**config.mk**
```make
export PLATFORM = sky130hd
export DESIGN_NAME = info_navigator
export DESIGN_NICKNAME = d
export VERILOG_FILES = /design/src/rtl/info_navigator_pkg.sv /design/src/rtl/info_navigator_view_index_counter.sv /design/src/rtl/info_navigator.sv
export SDC_FILE = /design/constraint.sdc
export NUM_CORES = 1
export LEC_CHECK = 0
export CORE_MARGIN = 2
export CORE_UTILIZATION = 47
export CTS_CLUSTER_SIZE = 10
export DETAILED_ROUTE_END_ITERATION = 10
export PLACE_DENSITY_LB_ADDON = 0.2
export SLEW_MARGIN = 20
export SYNTH_ARGS = -nofsm -noshare
export SYNTH_HDL_FRONTEND = slang
export SYNTH_SLANG_ARGS = --single-unit
```
**constraint.sdc**
```tcl
create_clock -name clock -period 2.7 [get_ports clock]
set_input_delay 0.405 -clock clock [delete_from_list [all_inputs] [get_ports clock]]
set_output_delay 0.405 -clock clock [all_outputs]
set_load 0.02 [all_outputs]
```
**src/rtl/info_navigator_pkg.sv**
```systemverilog
// Shared types and constants for the info navigator: views, select codes,
// view sizes and the capture FSM state encoding.
package info_pkg;

    typedef enum logic [1:0] {
        VIEW_INSTR,
        VIEW_REG,
        VIEW_MEM
    } view_e;

    typedef enum logic {
        S_IDLE,
        S_LATCH
    } state_e;

    localparam logic [1:0] SEL_INSTR = 2'd0;
    localparam logic [1:0] SEL_REG   = 2'd1;
    localparam logic [1:0] SEL_MEM   = 2'd3;

    localparam int unsigned SIZE_INSTR = 256;
    localparam int unsigned SIZE_REG   = 32;
    localparam int unsigned SIZE_MEM   = 1024;

    // Mode button walks INSTR -> REG -> MEM -> INSTR.
    function automatic view_e view_next(input view_e v);
        case (v)
            VIEW_INSTR: view_next = VIEW_REG;
            VIEW_REG:   view_next = VIEW_MEM;
            default:    view_next = VIEW_INSTR;
        endcase
    endfunction

    // Select code presented to the word source; code 2 is never produced.
    function automatic logic [1:0] view_select(input view_e v);
        case (v)
            VIEW_INSTR: view_select = SEL_INSTR;
            VIEW_REG:   view_select = SEL_REG;
            default:    view_select = SEL_MEM;
        endcase
    endfunction

    // Highest legal index of a view, used as the counter wrap limit.
    function automatic logic [9:0] view_last(input view_e v);
        case (v)
            VIEW_INSTR: view_last = 10'(SIZE_INSTR - 1);
            VIEW_REG:   view_last = 10'(SIZE_REG - 1);
            default:    view_last = 10'(SIZE_MEM - 1);
        endcase
    endfunction

endpackage

```
**src/rtl/info_navigator_view_index_counter.sv**
```systemverilog
// 10-bit up/down index counter with synchronous clear and a runtime wrap
// limit: up wraps limit -> 0, down wraps 0 -> limit.
module view_index_counter
    import info_pkg::*;
(
    input  logic       clk_i,
    input  logic       rst_i,
    input  logic       clr_i,
    input  logic       inc_i,
    input  logic       dec_i,
    input  logic [9:0] limit_i,
    output logic [9:0] count_o
);

    logic [9:0] count_q;
    logic [9:0] count_d;

    // Next index: clear wins, then increment, then decrement, with wrap.
    always_comb begin
        count_d = count_q;
        if (clr_i) begin
            count_d = '0;
        end else if (inc_i) begin
            count_d = (count_q == limit_i) ? '0 : count_q + 10'd1;
        end else if (dec_i) begin
            count_d = (count_q == '0) ? limit_i : count_q - 10'd1;
        end
    end

    // Index register with synchronous reset.
    always_ff @(posedge clk_i) begin
        if (rst_i) begin
            count_q <= '0;
        end else begin
            count_q <= count_d;
        end
    end

    assign count_o = count_q;

endmodule

```
**src/rtl/info_navigator.sv**
```systemverilog
// Info navigator: steps through instruction/register/data-memory views by
// button or auto-advance, and captures the addressed word one cycle after
// every accepted event (or periodic refresh).
module info_navigator
    import info_pkg::*;
#(
    parameter int unsigned AUTO_PERIOD    = 50_000_000,
    parameter int unsigned REFRESH_PERIOD = 1_000_000
) (
    input  logic        clock,
    input  logic        reset,
    input  logic        btnNext,
    input  logic        btnPrev,
    input  logic        btnMode,
    input  logic        btnAuto,
    input  logic [31:0] word,
    output logic [1:0]  select,
    output logic [9:0]  derreference,
    output logic [31:0] shownWord,
    output logic [9:0]  shownAddress,
    output logic        autoActive
);

    localparam int unsigned AW = (AUTO_PERIOD > 1) ? $clog2(AUTO_PERIOD) : 1;
    localparam int unsigned RW = (REFRESH_PERIOD > 1) ? $clog2(REFRESH_PERIOD) : 1;
    localparam logic [AW-1:0] AUTO_LAST = AW'(AUTO_PERIOD - 1);
    localparam logic [RW-1:0] REF_LAST  = RW'(REFRESH_PERIOD - 1);

    state_e        state_q, state_d;
    view_e         view_q, view_d;
    logic          auto_q, auto_d;
    logic [AW-1:0] auto_cnt_q, auto_cnt_d;
    logic [RW-1:0] ref_cnt_q, ref_cnt_d;
    logic [31:0]   shown_word_q;
    logic [9:0]    shown_addr_q;
    logic [9:0]    index;

    logic auto_tick, ref_tick;
    logic ev_mode, ev_next, ev_prev, ev_auto, ev_ref, btn_ev;

    assign auto_tick = auto_q && (auto_cnt_q == AUTO_LAST);
    assign ref_tick  = (ref_cnt_q == REF_LAST);
    assign btn_ev    = ev_mode | ev_next | ev_prev;

    view_index_counter u_index (
        .clk_i   (clock),
        .rst_i   (reset),
        .clr_i   (ev_mode),
        .inc_i   (ev_next | ev_auto),
        .dec_i   (ev_prev),
        .limit_i (view_last(view_q)),
        .count_o (index)
    );

    // FSM next state and prioritised event acceptance (only in S_IDLE).
    always_comb begin
        state_d = state_q;
        ev_mode = 1'b0;
        ev_next = 1'b0;
        ev_prev = 1'b0;
        ev_auto = 1'b0;
        ev_ref  = 1'b0;
        case (state_q)
            S_IDLE: begin
                if (btnMode) begin
                    ev_mode = 1'b1;
                end else if (btnNext) begin
                    ev_next = 1'b1;
                end else if (btnPrev) begin
                    ev_prev = 1'b1;
                end else if (auto_tick) begin
                    ev_auto = 1'b1;
                end else if (ref_tick) begin
                    ev_ref = 1'b1;
                end
                if (btnMode || btnNext || btnPrev || auto_tick || ref_tick) begin
                    state_d = S_LATCH;
                end
            end
            S_LATCH: state_d = S_IDLE;
            default: state_d = S_IDLE;
        endcase
    end

    // View, auto-enable and the two tick counters; pending ticks saturate
    // at their last value so a tick dropped by priority is taken later.
    always_comb begin
        view_d = ev_mode ? view_next(view_q) : view_q;
        auto_d = auto_q ^ btnAuto;

        auto_cnt_d = auto_cnt_q;
        if (btnAuto || ev_auto) begin
            auto_cnt_d = '0;
        end else if (auto_q && (auto_cnt_q != AUTO_LAST)) begin
            auto_cnt_d = auto_cnt_q + AW'(1);
        end

        ref_cnt_d = ref_cnt_q;
        if (ev_ref || btn_ev) begin
            ref_cnt_d = '0;
        end else if (ref_cnt_q != REF_LAST) begin
            ref_cnt_d = ref_cnt_q + RW'(1);
        end
    end

    // State registers; reset enters S_LATCH so word 0 is captured at once.
    always_ff @(posedge clock) begin
        if (reset) begin
            state_q      <= S_LATCH;
            view_q       <= VIEW_INSTR;
            auto_q       <= 1'b0;
            auto_cnt_q   <= '0;
            ref_cnt_q    <= '0;
            shown_word_q <= '0;
            shown_addr_q <= '0;
        end else begin
            state_q    <= state_d;
            view_q     <= view_d;
            auto_q     <= auto_d;
            auto_cnt_q <= auto_cnt_d;
            ref_cnt_q  <= ref_cnt_d;
            if (state_q == S_LATCH) begin
                shown_word_q <= word;
                shown_addr_q <= index;
            end
        end
    end

    assign select       = view_select(view_q);
    assign derreference = index;
    assign shownWord    = shown_word_q;
    assign shownAddress = shown_addr_q;
    assign autoActive   = auto_q;

endmodule

```
### After elaboration in Yosys (flattened, before gate mapping)

Index checks and enable logic that the tools add are counted.

| storage, ports and cells | value |
|---|---|
| bits in writable memories | 0 |
| output and inout bits | 55 |
| register bits after elaboration | 102 |
| bits of input ports | 38 |
| memory bits (read-only) | 0 |
| word-level logic and storage cells | 66 |
| latch bits | 0 |
| memories | 0 |

| operators by class | value |
|---|---|
| $mul | 0 |
| mux-type cells | 29 |
| shift operators | 0 |
| reductions and logical operators | 14 |
| div/mod/pow operators | 0 |
| add/subtract/negate cells | 4 |
| $lt $le $gt $ge | 0 |
| equality and inequality tests | 6 |
| bitwise gates (word level) | 5 |

Operators with widths:

| kind | number |
|---|---|
| 10-bit 2-to-1 mux | 4 |
| 26-bit by 1-bit adder with 26-bit output, second input constant | 1 |
| 26-bit equality test, second input constant | 1 |
| 26-bit inequality test, second input constant | 1 |
| 1-bit 2-to-1 mux | 21 |
| 20-bit by 1-bit adder with 20-bit output, second input constant | 1 |
| 20-bit equality test, second input constant | 1 |
| 20-bit inequality test, second input constant | 1 |
| 10-bit one-hot mux with 2 select lines | 1 |
| 10-bit by 1-bit adder with 10-bit output, second input constant | 1 |
| 10-bit equality test | 1 |
| 10-bit zero test | 1 |
| 10-bit by 1-bit subtractor with 10-bit output, second input constant | 1 |
| 2-bit one-hot mux with 2 select lines | 2 |
| 1-bit logical OR | 6 |
| 2-bit OR reduction | 3 |
| 1-bit OR | 3 |
| 2-bit by 1-bit equality test with 1-bit output, second input constant | 1 |
| 1-bit logical AND | 2 |
| 2-bit zero test | 1 |
| 1-bit one-hot mux with 2 select lines | 1 |
| 2-bit nonzero test | 1 |
| 1-bit NOT | 1 |
| 1-bit XOR | 1 |

### Longest topological paths before layout

| logic depth | value |
|---|---|
| depth after elaboration | 9 |
| gate-level depth with buffers | 10 |
| mapped depth without buffers | 8 |

### By module

A second synthesis with hierarchy kept.

| unflattened totals | value |
|---|---|
| cell total of the unflattened synthesis | 589 |
| area, all modules | 5067.4 µm² |

By module, submodules not included:

| module | cells each | seq. area each (µm²) | instances | area an instance (µm²) |
|---|---|---|---|---|
| info_navigator | 433 | 1841.8 | 1 | 3991.3 |
| view_index_counter | 156 | 200.2 | 1 | 1076.0 |

### Worst setup path after synthesis

OpenSTA, ideal clock, no wires.

| path | value |
|---|---|
| kind | reg2reg |
| from | register ref_cnt_q[6] |
| to | register ref_cnt_q[14] |
| path buffers | 1 |
| clock period less this slack | 2.460 ns |
| setup time | 0.115 ns |
| data arrival time | 2.345 ns |
| slack | 0.240 ns |
| cell stages (with the launch flop) | 8 |
| required time | 2.585 ns |
| cell sequence | dfxtp_1 -> or4_1 -> or4_1 -> nor4_4 -> a21oi_1 -> o21bai_2 -> buf_4 -> nor2_1 |

| between the ends | value |
|---|---|
| cells in the longest elaborated chain, start to end | 9 |
| elaborated cells between the ends (all ways) | 11 |
| those cells by class | add/sub (1); eq/ne (2); mux (6); reduce/logical (2) |

RTL lines:

| item | line | source |
|---|---|---|
| start, declared | info_navigator.sv:33 | `logic [RW-1:0] ref_cnt_q, ref_cnt_d;` |
| start signal, assigned | info_navigator.sv:121 | `ref_cnt_q <= ref_cnt_d;` |
| 20-bit equality test | info_navigator.sv:42 | `assign ref_tick = (ref_cnt_q == REF_LAST);` |
| 1-bit 2-to-1 mux | info_navigator.sv:73 | `end else if (ref_tick) begin` |
| 1-bit 2-to-1 mux | info_navigator.sv:71 | `end else if (auto_tick) begin` |
| 1-bit 2-to-1 mux | info_navigator.sv:69 | `end else if (btnPrev) begin` |
| 1-bit 2-to-1 mux | info_navigator.sv:67 | `end else if (btnNext) begin` |
| 1-bit 2-to-1 mux | info_navigator.sv:65 | `if (btnMode) begin` |
| 1-bit 2-to-1 mux | info_navigator.sv:63 | `case (state_q)` |
| 1-bit logical OR | info_navigator.sv:99 | `if (ev_ref \|\| btn_ev) begin` |
| 2-bit OR reduction (no source line) | - |  |

Several ways; a longest one is shown, not always the timed one.
A chain may end at the register's enable or synchronous reset.

### Final worst setup path

| path | value |
|---|---|
| from | register auto_cnt_q[10] |
| to | register ref_cnt_q[6] |

| between the ends | value |
|---|---|
| cells in the longest elaborated chain, start to end | 9 |

RTL lines:

| item | line | source |
|---|---|---|
| start, declared | info_navigator.sv:32 | `logic [AW-1:0] auto_cnt_q, auto_cnt_d;` |
| start signal, assigned | info_navigator.sv:120 | `auto_cnt_q <= auto_cnt_d;` |
| 26-bit equality test | info_navigator.sv:41 | `assign auto_tick = auto_q && (auto_cnt_q == AUTO_LAST);` |
| 1-bit logical AND | info_navigator.sv:41 |  |
| 1-bit 2-to-1 mux | info_navigator.sv:71 |  |
| 1-bit 2-to-1 mux | info_navigator.sv:69 |  |
| 1-bit 2-to-1 mux | info_navigator.sv:67 |  |
| 1-bit 2-to-1 mux | info_navigator.sv:65 |  |
| 1-bit 2-to-1 mux | info_navigator.sv:63 |  |
| 1-bit logical OR | info_navigator.sv:99 |  |
| 2-bit OR reduction (no source line) | - |  |

No other way between the ends.

==> load_flow_metrics.sql <==
INSERT INTO impl_metrics (metric_group, metric, value, unit) VALUES
('run_status', 'outcome', 'complete, no violations', ''),
('final_layout', 'nNetsFinal', '678', ''),
('timing', 'final.hold.worst_slack', '0.379', 'ns'),
('critical_path', 'critPathLaunchType', 'flip-flop', ''),
('final_layout', 'layout.filler_cells', '856', ''),
('final_layout', 'final_layout_size_suffix_gt1_share', '5.93', '%'),
('die', 'die_w', '104', 'um'),
('logic_synthesis', 'syn_area_per_cell', '8.59', 'um2'),
('route', 'first_iter_violations', '150', ''),
('route', 'vias', '4126', ''),
('critical_path', 'crit_chain', 'or4_1 -> or4_4 -> or3_1 -> a21oi_2 -> o21bai_4 -> nor3_2', ''),
('die', 'placement_rows', '36', ''),
('global_routing', 'grt_pass1_wl', '18.4', 'mm'),
('placement', 'post_place_setup_slack', '-0.0298', 'ns'),
('final_layout', 'area_growth', '26.6', '%'),
('hold_path', 'hold_path_depth', '2', ''),
('placement', 'place_hpwl', '7.58', 'mm'),
('hold_path', 'holdCritPathClass', 'in2reg', ''),
('timing', 'final_setup_violation_count', '0', ''),
('logic_synthesis', 'synth.yosys.warnings', '0', ''),
('timing', 'tightestPinTransition', '0.738', 'ns'),
('route', 'wl_per_cell', '13.9', 'um'),
('critical_path', 'critPathArrivalTime', '2.83', 'ns'),
('die', 'fp.dieH', '104', 'um'),
('critical_path', 'critical_path.reg2reg.startpoint', 'auto_cnt_q[10]', ''),
('critical_path', 'ff2ff_setup_slack', '0.16', 'ns'),
('power', 'vdd.ir_drop.worst', '0.329', 'mV'),
('job', 'maxCapViolCount', '0', ''),
('logic_synthesis', 'synth.net_count', '594', ''),
('logic_synthesis', 'synth.cell_area', '4740', 'um2'),
('final_layout', 'fin_area', '6000', 'um2'),
('logic_synthesis', 'synth_seq_cells', '102', ''),
('cts', 'clkSlewWorstSetupHoldPaths', '0.10', 'ns'),
('critical_path', 'cp_data_required_time', '3.00', 'ns'),
('power', 'power.leakage', '2.28', 'nW'),
('route', 'route.antenna.remaining_nets', '0', ''),
('route', 'post_drt_via_cell_ratio', '5.33', ''),
('cts', 'cts.hold.buffers_added', '0', ''),
('critical_path', 'reg2reg_to', 'ref_cnt_q[6]', ''),
('critical_path', 'crit_path_max_fanout', '20', ''),
('die', 'design.core.area', '9770', 'um2'),
('cts', 'htreeDepth', '3', ''),
('critical_path', 'crit_path_top_delay_cell', 'sky130_fd_sc_hd__or4_4', ''),
('logic_synthesis', 'synthDistinctLibCells', '52', ''),
('cts', 'cts_inserted_buffers', '9', ''),
('timing', 'setup_repair_after_global_routing_missed_its_margin', 'false', ''),
('final_layout', 'mostFrequentLayoutCells', '111 x sky130_fd_sc_hd__nor2_1, 101 x sky130_fd_sc_hd__dfxtp_1, 91 x sky130_fd_sc_hd__clkdlybuf4s50_1', ''),
('cts', 'clk_latency', '0.37', 'ns'),
('placement', 'final_wtd_congestion', '0.891', ''),
('timing', 'slew_headroom', '50.8', '%'),
('global_routing', 'grt_start_max_net_pins', '45', ''),
('timing', 'period_needed', '2.54', 'ns'),
('critical_path', 'worst_path_largest_cell_delay', '0.57', 'ns'),
('critical_path', 'setup_crit_end_kind', 'flip-flop', ''),
('timing', 'timing.final.crit_share', '93.9', '%'),
('timing', 'post-route-worst-setup-slack', '0.164', 'ns'),
('placement', 'io_buffer_count', '92', ''),
('cts', 'post-cts-setup-buffer-count', '0', ''),
('critical_path', 'r2r_cells', '6', ''),
('route', 'remaining_drc_errors', '0', ''),
('timing', 'clock.fmax', '394', 'MHz'),
('cts', 'cts.root.buffer_cell', 'sky130_fd_sc_hd__clkbuf_8', ''),
('logic_synthesis', 'synth_enable_flop_cells', '0', ''),
('cts', 'cts_tree', 'built', ''),
('critical_path', 'timing.critical_path.buf_inv', '0', ''),
('final_layout', 'commonest_non_fill_non_tap_cell_in_the_layout', 'sky130_fd_sc_hd__nor2_1', ''),
('hold_path', 'hold_start', 'reset', ''),
('cts', 'cts-root-to-sink-buffers', '2', ''),
('hold_path', 'worst_hold_path_endpoint', 'shownAddress[2]', ''),
('timing', 'final_max_slew_viol_count', '0', ''),
('logic_synthesis', 'synthCells', '552', '');
logic make-up after synthesis:
family	share of synthesized area, %
adders and majority gates	1.06
xor gates and xnor gates	8.87
buffers and inverters	3.54
DFF	43.1
and+or+nand+nor	26.8
muxes	9.93
AOI/OAI and AO/OA	6.68
worst max path at each step:
| stage | startpoint | to | cells after the start |
|---|---|---|---|
| 2_1_floorplan | ref_cnt_q[6] | ref_cnt_q[14] | 7 |
| 3_3_place_gp | ref_cnt_q[6] | ref_cnt_q[9] | 6 |
| 3_5_place_dp | ref_cnt_q[6] | ref_cnt_q[2] | 6 |
| 4_1_cts | auto_cnt_q[10] | ref_cnt_q[6] | 6 |
| 5_1_grt | auto_cnt_q[10] | ref_cnt_q[6] | 6 |
| 6_report | auto_cnt_q[10] | ref_cnt_q[6] | 6 |
flip-flops by register name (all words and copies together), names as in the netlist:
signal / cells
u_index.count_o: 10
shownWord: 32
state_q: 1
view_q: 2
ref_cnt_q: 20
autoActive: 1
auto_cnt_q: 26
shownAddress: 10
report_power, final:
part / total, W / switching, W / internal, W
logic: 0.000449 / 0.000228 / 0.000220
clock network: 0.000983 / 0.000528 / 0.000455
registers: 0.00160 / 0.0000480 / 0.00155
synthesized netlist by cell type, types with 2 or more instances:
master,instances,share of area (%)
sky130_fd_sc_hd__and2_1,2,0.26
sky130_fd_sc_hd__inv_1,9,0.71
sky130_fd_sc_hd__nor4_1,13,1.7
sky130_fd_sc_hd__nor4bb_1,2,0.42
sky130_fd_sc_hd__o21a_1,2,0.32
sky130_fd_sc_hd__buf_2,2,0.21
sky130_fd_sc_hd__o31ai_1,2,0.32
sky130_fd_sc_hd__nand3_1,22,2.3
sky130_fd_sc_hd__and4_1,5,0.92
sky130_fd_sc_hd__nor3b_1,3,0.48
sky130_fd_sc_hd__or3_1,6,0.79
sky130_fd_sc_hd__o21ai_0,13,1.4
sky130_fd_sc_hd__and3_1,10,1.3
sky130_fd_sc_hd__mux2i_1,47,9.9
sky130_fd_sc_hd__a211oi_1,2,0.32
sky130_fd_sc_hd__xnor2_1,36,6.7
sky130_fd_sc_hd__nor3_1,23,2.4
sky130_fd_sc_hd__buf_1,3,0.24
sky130_fd_sc_hd__clkbuf_1,25,2.0
sky130_fd_sc_hd__a31oi_1,2,0.26
sky130_fd_sc_hd__nand4_1,11,1.5
sky130_fd_sc_hd__ha_1,4,1.1
sky130_fd_sc_hd__nor2_1,111,8.8
sky130_fd_sc_hd__or4_1,4,0.63
sky130_fd_sc_hd__o21ai_1,2,0.21
sky130_fd_sc_hd__dfxtp_1,102,43
sky130_fd_sc_hd__a21oi_1,12,1.3
sky130_fd_sc_hd__nand2_1,37,2.9
sky130_fd_sc_hd__xor2_1,12,2.2
sky130_fd_sc_hd__and3b_1,2,0.37
sky130_fd_sc_hd__o31a_1,3,0.55
sky130_fd_sc_hd__nor2b_1,3,0.40
per-stage QoR:
stage / TNS [ns] / total power (W) / utilization (%) / cells
global route: 0 / 0.00316 / 61.4 / 774
CTS: 0 / 0.00306 / 61.3 / 774
floorplan: 0 / 0.00189 / - / 552
finish: 0 / 0.00303 / 61.4 / 774
detailed placement: -0.0384 / 0.00208 / 59.2 / 758
global placement: 0 / 0.00207 / 59.2 / 758
cell type report:
type | instances | area [um2] | share of cell area [%]
clock buffer | 11 | 141 | 2.36
tap | 133 | 166 | 2.77
inverter | 9 | 33.8 | 0.563
sequential | 102 | 2040 | 34.1
clock inverter | 5 | 56.3 | 0.938
timing repair buffer | 105 | 1010 | 16.9
multi-input combinational | 409 | 2540 | 42.4
per-layer routing:
layer	share of wire, %	vias to the layer above	global-route usage, %
li1	-	2065	-
met1	45	1912	25.7
met2	45	137	32.2
met3	8.3	12	6.02
met4	1.5	0	7.92
met5	0	-	0
repair_timing:
action	in CTS	in global routing
setup endpoints to repair	11	22
endpoints found under the hold margin	0	0
resized for setup	1	2
cloned	0	0
Power figures use the tool's default switching activity.
